==> config.mk <==
export PLATFORM = sky130hd
export DESIGN_NAME = xdma_h2c_dsc_scheduler
export DESIGN_NICKNAME = d
export VERILOG_FILES = /design/src/rtl/xdma_h2c_dsc_scheduler.sv
export SDC_FILE = /design/constraint.sdc
export NUM_CORES = 1
export LEC_CHECK = 0
export BUFFER_PORTS_ARGS = -buffer_cell sky130_fd_sc_hd__buf_2
export CORE_AREA = 2 2 314 316
export DETAILED_ROUTE_END_ITERATION = 8
export DIE_AREA = 0 0 316 318
export PLACE_DENSITY = 0.37
export SYNTH_ARGS = -nofsm -noshare
export SYNTH_HDL_FRONTEND = slang
export SYNTH_SLANG_ARGS = --single-unit
==> constraint.sdc <==
create_clock -name axi_aclk -period 2.7 [get_ports axi_aclk]
set_input_delay 0 -clock axi_aclk [delete_from_list [all_inputs] [get_ports axi_aclk]]
set_output_delay 0 -clock axi_aclk [all_outputs]
set_load 0.005 [all_outputs]
==> src/rtl/xdma_h2c_dsc_scheduler.sv <==
// Round-robin H2C descriptor-bypass scheduler: arbitrates requesters onto one XDMA
// bypass channel and routes in-order completions back to the issuing requester.
module xdma_h2c_dsc_scheduler #(
    parameter int unsigned N_REQ   = 4,
    parameter int unsigned MAX_OUT = 4,
    parameter logic [15:0] DSC_CTL = 16'h0013
) (
    input  logic                     axi_aclk,
    input  logic                     axi_areset,
    input  logic [N_REQ-1:0]         req_valid,
    input  logic [64*N_REQ-1:0]      req_src_addr,
    input  logic [64*N_REQ-1:0]      req_dst_addr,
    input  logic [28*N_REQ-1:0]      req_len,
    output logic [N_REQ-1:0]         req_ready,
    input  logic                     h2c_dsc_byp_ready_0,
    output logic                     h2c_dsc_byp_load_0,
    output logic [63:0]              h2c_dsc_byp_src_addr_0,
    output logic [63:0]              h2c_dsc_byp_dst_addr_0,
    output logic [27:0]              h2c_dsc_byp_len_0,
    output logic [15:0]              h2c_dsc_byp_ctl_0,
    input  logic                     dsc_done,
    output logic [N_REQ-1:0]         done_vec,
    output logic [$clog2(MAX_OUT):0] outstanding,
    output logic                     err_zero_len,
    output logic                     err_spurious
);

    localparam int unsigned ID_W  = (N_REQ > 1) ? $clog2(N_REQ) : 1;
    localparam int unsigned PTR_W = (MAX_OUT > 1) ? $clog2(MAX_OUT) : 1;
    localparam int unsigned CNT_W = $clog2(MAX_OUT) + 1;

    typedef enum logic {ARB, ISSUE} state_e;

    state_e            state_q, state_d;
    logic [63:0]       src_arr [N_REQ];
    logic [63:0]       dst_arr [N_REQ];
    logic [27:0]       len_arr [N_REQ];
    logic [ID_W-1:0]   rr, grant_id, scan_idx, issue_id;
    logic              grant_found, can_grant, pop, spurious;
    logic [ID_W-1:0]   id_fifo [MAX_OUT];
    logic [PTR_W-1:0]  wr_ptr, rd_ptr;

    for (genvar i = 0; i < int'(N_REQ); i++) begin : g_unpack
        assign src_arr[i] = req_src_addr[i*64 +: 64];
        assign dst_arr[i] = req_dst_addr[i*64 +: 64];
        assign len_arr[i] = req_len[i*28 +: 28];
    end

    // Round-robin search starting at rr.
    always_comb begin
        grant_found = 1'b0;
        grant_id    = '0;
        scan_idx    = '0;
        for (int unsigned k = 0; k < N_REQ; k++) begin
            scan_idx = ID_W'((32'(rr) + k) % N_REQ);
            if (!grant_found && req_valid[scan_idx]) begin
                grant_found = 1'b1;
                grant_id    = scan_idx;
            end
        end
    end

    assign pop      = dsc_done && (outstanding != '0);
    assign spurious = dsc_done && (outstanding == '0);

    // Next state plus the combinational handshake outputs.
    always_comb begin
        state_d            = state_q;
        can_grant          = 1'b0;
        req_ready          = '0;
        h2c_dsc_byp_load_0 = 1'b0;
        case (state_q)
            ARB: begin
                can_grant = !axi_areset && grant_found && (outstanding < CNT_W'(MAX_OUT));
                if (can_grant) begin
                    req_ready = N_REQ'(1) << grant_id;
                    if (len_arr[grant_id] != '0) state_d = ISSUE;
                end
            end
            ISSUE: begin
                h2c_dsc_byp_load_0 = h2c_dsc_byp_ready_0 && !axi_areset;
                if (h2c_dsc_byp_ready_0) state_d = ARB;
            end
            default: state_d = ARB;
        endcase
    end

    always_ff @(posedge axi_aclk) begin
        if (axi_areset) begin
            state_q                <= ARB;
            rr                     <= '0;
            issue_id               <= '0;
            wr_ptr                 <= '0;
            rd_ptr                 <= '0;
            outstanding            <= '0;
            h2c_dsc_byp_src_addr_0 <= '0;
            h2c_dsc_byp_dst_addr_0 <= '0;
            h2c_dsc_byp_len_0      <= '0;
            h2c_dsc_byp_ctl_0      <= '0;
            done_vec               <= '0;
            err_zero_len           <= 1'b0;
            err_spurious           <= 1'b0;
        end else begin
            state_q      <= state_d;
            done_vec     <= '0;
            err_zero_len <= 1'b0;
            err_spurious <= spurious;
            if (can_grant) begin
                rr                     <= (grant_id == ID_W'(N_REQ - 1)) ? '0 : grant_id + 1'b1;
                issue_id               <= grant_id;
                h2c_dsc_byp_src_addr_0 <= src_arr[grant_id];
                h2c_dsc_byp_dst_addr_0 <= dst_arr[grant_id];
                h2c_dsc_byp_len_0      <= len_arr[grant_id];
                h2c_dsc_byp_ctl_0      <= DSC_CTL;
                err_zero_len           <= (len_arr[grant_id] == '0);
            end
            if (h2c_dsc_byp_load_0) begin
                wr_ptr <= (wr_ptr == PTR_W'(MAX_OUT - 1)) ? '0 : wr_ptr + 1'b1;
            end
            if (pop) begin
                done_vec <= N_REQ'(1) << id_fifo[rd_ptr];
                rd_ptr   <= (rd_ptr == PTR_W'(MAX_OUT - 1)) ? '0 : rd_ptr + 1'b1;
            end
            case ({h2c_dsc_byp_load_0, pop})
                2'b10:   outstanding <= outstanding + 1'b1;
                2'b01:   outstanding <= outstanding - 1'b1;
                default: outstanding <= outstanding;
            endcase
        end
    end

    // ID storage needs no reset; pointers and count define validity.
    always_ff @(posedge axi_aclk) begin
        if (h2c_dsc_byp_load_0) id_fifo[wr_ptr] <= issue_id;
    end

endmodule
# Word level (Yosys, flattened, before mapping)
# Memories as Yosys holds them, arrays and structs flattened. A register that Yosys moved wholly into a read port is not among the register bits.
# Index checks and enable logic that the tools add are counted.
# word_totals
ram_bits	8
wordCells	99
in_bits	632
mem_count	1
output_inout_bits	186
register_bits	175
# op_classes
n_mux	41
shifts	2
addsub	8
bitwise	4
n_eq_ne	5
n_lt_le_gt_ge	6
n_reduce_logical	19
# mem_list
name	words	width	read_ports	rd_clocked_by_memory_dff	wr	line_no	source
id_fifo	4	2	1	1	1	40	logic [ID_W-1:0] id_fifo [MAX_OUT];
# op_table
cell	n
$bmux 64 s2	2
$mux 64	4
$bmux 28 s2	1
$mux 28	2
$logic_not 28->1	1
$reduce_bool 28->1	1
$mux 2	9
$mux 1	15
$lt 2x3->1 const B	4
$add 2x1->2 const B	4
$bmux 1 s2	4
$eq 2x2->1 const B	4
$logic_and 1x1->1	8
$mux 4	2
$shl 1x2->4 const A	2
$pmux 3 s2	1
$add 2x2->2 const B	2
$logic_not 1->1	4
$reduce_or 2->1	2
$add 3x1->3 const B	1
$ge 3x3->1 const B	1
$logic_not 3->1	1
$lt 3x3->1 const B	1
$not 1->1	3
6 further kinds	6

# Depth between registers and ports, before layout
# logic_depth
word_depth	20
mapped_depth	12
ltp_nobuf	9

# Worst setup path after synthesis
# OpenSTA, ideal clock, no wires.
# synth_timing
path_kind	register to register
start	register rr[1]
end	register state_q
required_time_ns	2.575
setup_time_ns	0.125
synth_period_minus_slack_ns	2.756
path_buffers	3
arrival_ns	2.631
path_stages_with_launch	10
setup_slack_ns	-0.056
path_cell_list	dfxtp_1 buf_2 or4_4 buf_4 buf_6 and3_1 a211oi_1 o22ai_1 or4_1 o41a_1
# synth_via
elab_chain_len	20
elab_cells_between_ends	35
classes_between	add/sub (3); mux (22); bitwise (1); reduce/logical (9)
# synth_rtl
item	line_no	source
start, declared	38	logic [ID_W-1:0] rr, grant_id, scan_idx, issue_id;
start signal, assigned	109	rr <= (grant_id == ID_W'(N_REQ - 1)) ? '0 : grant_id + 1'b1;
branches (longest 18 deep; another with $add 2x1->2)	--	
$mux 1 *	75	if (can_grant) begin
$pmux 1 s2 *	72	case (state_q)
end signal, assigned	104	state_q <= state_d;
end, declared	34	state_e state_q, state_d;
# Every way passes the cells marked *. The select of a mux whose other input is x is not followed.
# A chain may end at the register's enable or synchronous reset.

# Worst setup path after layout
# layout_timing
start	register rr[0]
end	register state_q
# Same word-level chain as after synthesis.

==> results_dict.tcl <==
set metrics [dict create \
    endpoint_kind "register" \
    reg2reg_depth 8 \
    drtIter0Drc 985 \
    remaining_drc_errors 0 \
    ys_ff_latch 185 \
    cts-root-buf "clkbuf_16" \
    hold_class "in2reg" \
    synth_edf_count 8 \
    rsz0062_at_grt "true" \
    ys_warn_count 0 \
    finalSetupViolCount 3 \
    cts-buffers-inserted 17 \
    postLayoutSetupSlackWorst_ps -228.3 \
    max_cap_viol_count 0 \
    post-dp-hpwl_um 63420 \
    layout.nets 3848 \
    max_slew.worst_pin.slew_ps 876.0 \
    ys_seq_area_share_pct 31.58 \
    grt_pass1_vias 19320 \
    critPathBufInv 1 \
    start_util_pct 12.30 \
    antenna_found_initial 35 \
    clk_path_buf_depth 2 \
    synth_cell_types 44 \
    drtPass1Iterations 5 \
    async_flop_share_pct 0 \
    path_clk_slew_ps 80 \
    coreArea_mm2 0.09741 \
    via_per_inst 4.169 \
    htree_levels 4 \
    placed_cells 3925 \
    fin_crit_sh_pct 108.5 \
    cp.arrival_ps 3320 \
    violations "negative setup slack" \
    slowest_delay_ps 550 \
    fin_crit_ps 2928 \
    irDropWorstVdd_uv 497.4 \
    hold-worst-slack_ps 27.67 \
    dieArea_mm2 0.1005 \
    wire_per_inst_um 19.12 \
    dpl-instance-area_mm2 0.01789 \
    syn_area_mm2 0.01198 \
    final.setup.tns_ps -350.5 \
    yosys_most_used_dff "dfxtp_1" \
    pre_cts_ws_ps -275.5 \
    worstSetupPathDepth 8 \
    worstPathMaxFanout 5 \
    synthToLayoutAreaGrowth_pct 104.5 \
    finalClockSkew_ps 15.57 \
    n_fill_cell 10940 \
    critical_path_class "reg2reg" \
    worstPathRequired_ps 3090 \
    die_h_um 318 \
    max_freq_ghz 0.3415 \
    io_buffers 804 \
    fp-row-count 115 \
    drv_slew 0 \
    total_power_mw 12.26 \
    routabilityCongestion 0.8683 \
    synthCells 1909 \
    cts_tree "done" \
    hold_viol 0 \
    ant_nets 0 \
    min_delay_path_depth 5 \
    slowest_stage "or4b_4" \
    p_per_area_mw_per_mm2 500.3 \
    grt_pass1_wl_um 122900 \
    die_w_um 316 \
    drive_gt1_share_pct 31.98 \
    slew_headroom_pct 41.60 \
    syn_avg_cell_area_um2 6.276 \
    ios 818 \
    instances_no_fill 4528 \
    final_area_mm2 0.02450 \
    final_cell_mix "buf_2, nand2_1, dlygate4sd3_1, nand3_1, dfxtp_1" \
    status "finished, violations left" \
    overflow 0 \
    vias 18880 \
    path_delay_family "simple AND/OR/NAND/NOR gates" \
    p_leak_nw 11.30 \
    grt_max_degree 110 \
    crit_chain "nor2b_4 -> or4b_4 -> buf_12 -> nand3_2 -> a32oi_2 -> or4_1 -> or4_4 -> o41a_1" \
    grtUsageTotal_pct 16.49 \
    cts_sinks 185 \
    finalCoreUtilization_pct 25.15 \
    critPathLaunchType "register" \
    worstSkewPairLatency_ps 520 \
    final_common_cell "buf_2" \
    routed_wl_um 86560 \
]
[layer usage]
layer / global-route usage, % / share of wire (%) / wire length [µm]
met1: 18.12 / 39 / 33830
met4: 8.510 / 4.6 / 3952
met2: 28.51 / 49 / 42200
met3: 4.839 / 7.5 / 6454
met5: 0 / 0.13 / 115
[cells in the mapped netlist, types with 4 or more instances]
| library cell | count | area [µm²] |
|---|---|---|
| a211oi_1 | 5 | 37.54 |
| a21bo_2 | 20 | 200.2 |
| a21oi_1 | 165 | 825.8 |
| a221oi_1 | 20 | 175.2 |
| a22oi_1 | 7 | 52.55 |
| a32oi_1 | 20 | 175.2 |
| and2_1 | 9 | 56.30 |
| and3_1 | 5 | 31.28 |
| buf_1 | 15 | 56.30 |
| buf_2 | 27 | 135.1 |
| buf_4 | 16 | 120.1 |
| clkbuf_1 | 132 | 495.5 |
| dfxtp_1 | 177 | 3543 |
| edfxtp_1 | 8 | 240.2 |
| ha_1 | 10 | 125.1 |
| inv_1 | 9 | 33.78 |
| mux2i_1 | 11 | 110.1 |
| nand2_1 | 719 | 2699 |
| nand3_1 | 424 | 2122 |
| nor2_1 | 26 | 97.59 |
| nor2b_1 | 5 | 31.28 |
| nor3b_1 | 21 | 157.7 |
| nor4_1 | 26 | 162.7 |
| or3_1 | 4 | 25.02 |
[kinds of logic (layout without fill, tap and decap cells)]
group                      count (synthesis)  after routing  synth area share (%)
AOI/OAI and AO/OA                        245            246                 12.78
adders and majority gates                 11             11                 1.211
other                                      1             36               0.03130
xor gates and xnor gates                   2              2                0.1462
DFF                                      185            185                 31.58
and+or+nand+nor                         1250           1250                 45.65
muxes                                     13             13                 1.295
buffers and inverters                    202           1498                 7.300
[layout make-up]
class	count	area (µm²)	share of cell area [%]
multi-input combinational	1535	7580	30.94
sequential	185	3789	15.47
clock buffer	20	446.7	1.823
inverter	9	51.30	0.2094
timing repair buffer	1457	10810	44.12
tap	1287	1610	6.574
clock inverter	12	153.9	0.6283
antenna	23	57.56	0.2350
[path summary, 6_finish.rpt]
check / start / endpoint / slack [ps]
min reg2reg: h2c_dsc_byp_dst_addr_0[16] / h2c_dsc_byp_dst_addr_0[16] / 450
max: rr[0] / state_q / -230
max reg2reg: rr[0] / state_q / -230
min: req_dst_addr[97] / h2c_dsc_byp_dst_addr_0[33] / 30
[worst min-delay path: stages]
cell and delay [ps]:
buf_2 70, nand2_1 40, nand3_1 160, nand3_1 110, a21oi_1 110
[report_power, final]
part / leakage [nW] / internal, mW / switching [mW]
Combinational: 9.48 / 2.78 / 3.39
Sequential: 1.53 / 3.07 / 0.179
Clock: 0.292 / 1.42 / 1.41
Total: 11.3 / 7.27 / 4.98
[what timing repair did]
item                                   4_1_cts  5_1_grt
hold buffers                               522        1
endpoints found under the hold margin      155        1
pin swaps                                    6        3
gates resized for setup                     27       38
buffers inserted                            11        7
gates cloned                                 6        3
setup endpoints to repair                   47       23
[registers in the layout, summed over array words and instances, names as in the netlist, named ones only]
name                    count
h2c_dsc_byp_len_0          28
done_vec                    4
err_spurious                1
rd_ptr                      2
h2c_dsc_byp_ctl_0           1
id_fifo                     8
rr                          2
state_q                     1
h2c_dsc_byp_dst_addr_0     64
wr_ptr                      2
outstanding                 3
h2c_dsc_byp_src_addr_0     64
err_zero_len                1
issue_id                    2
No activity file was read; power rests on OpenSTA's default activity.
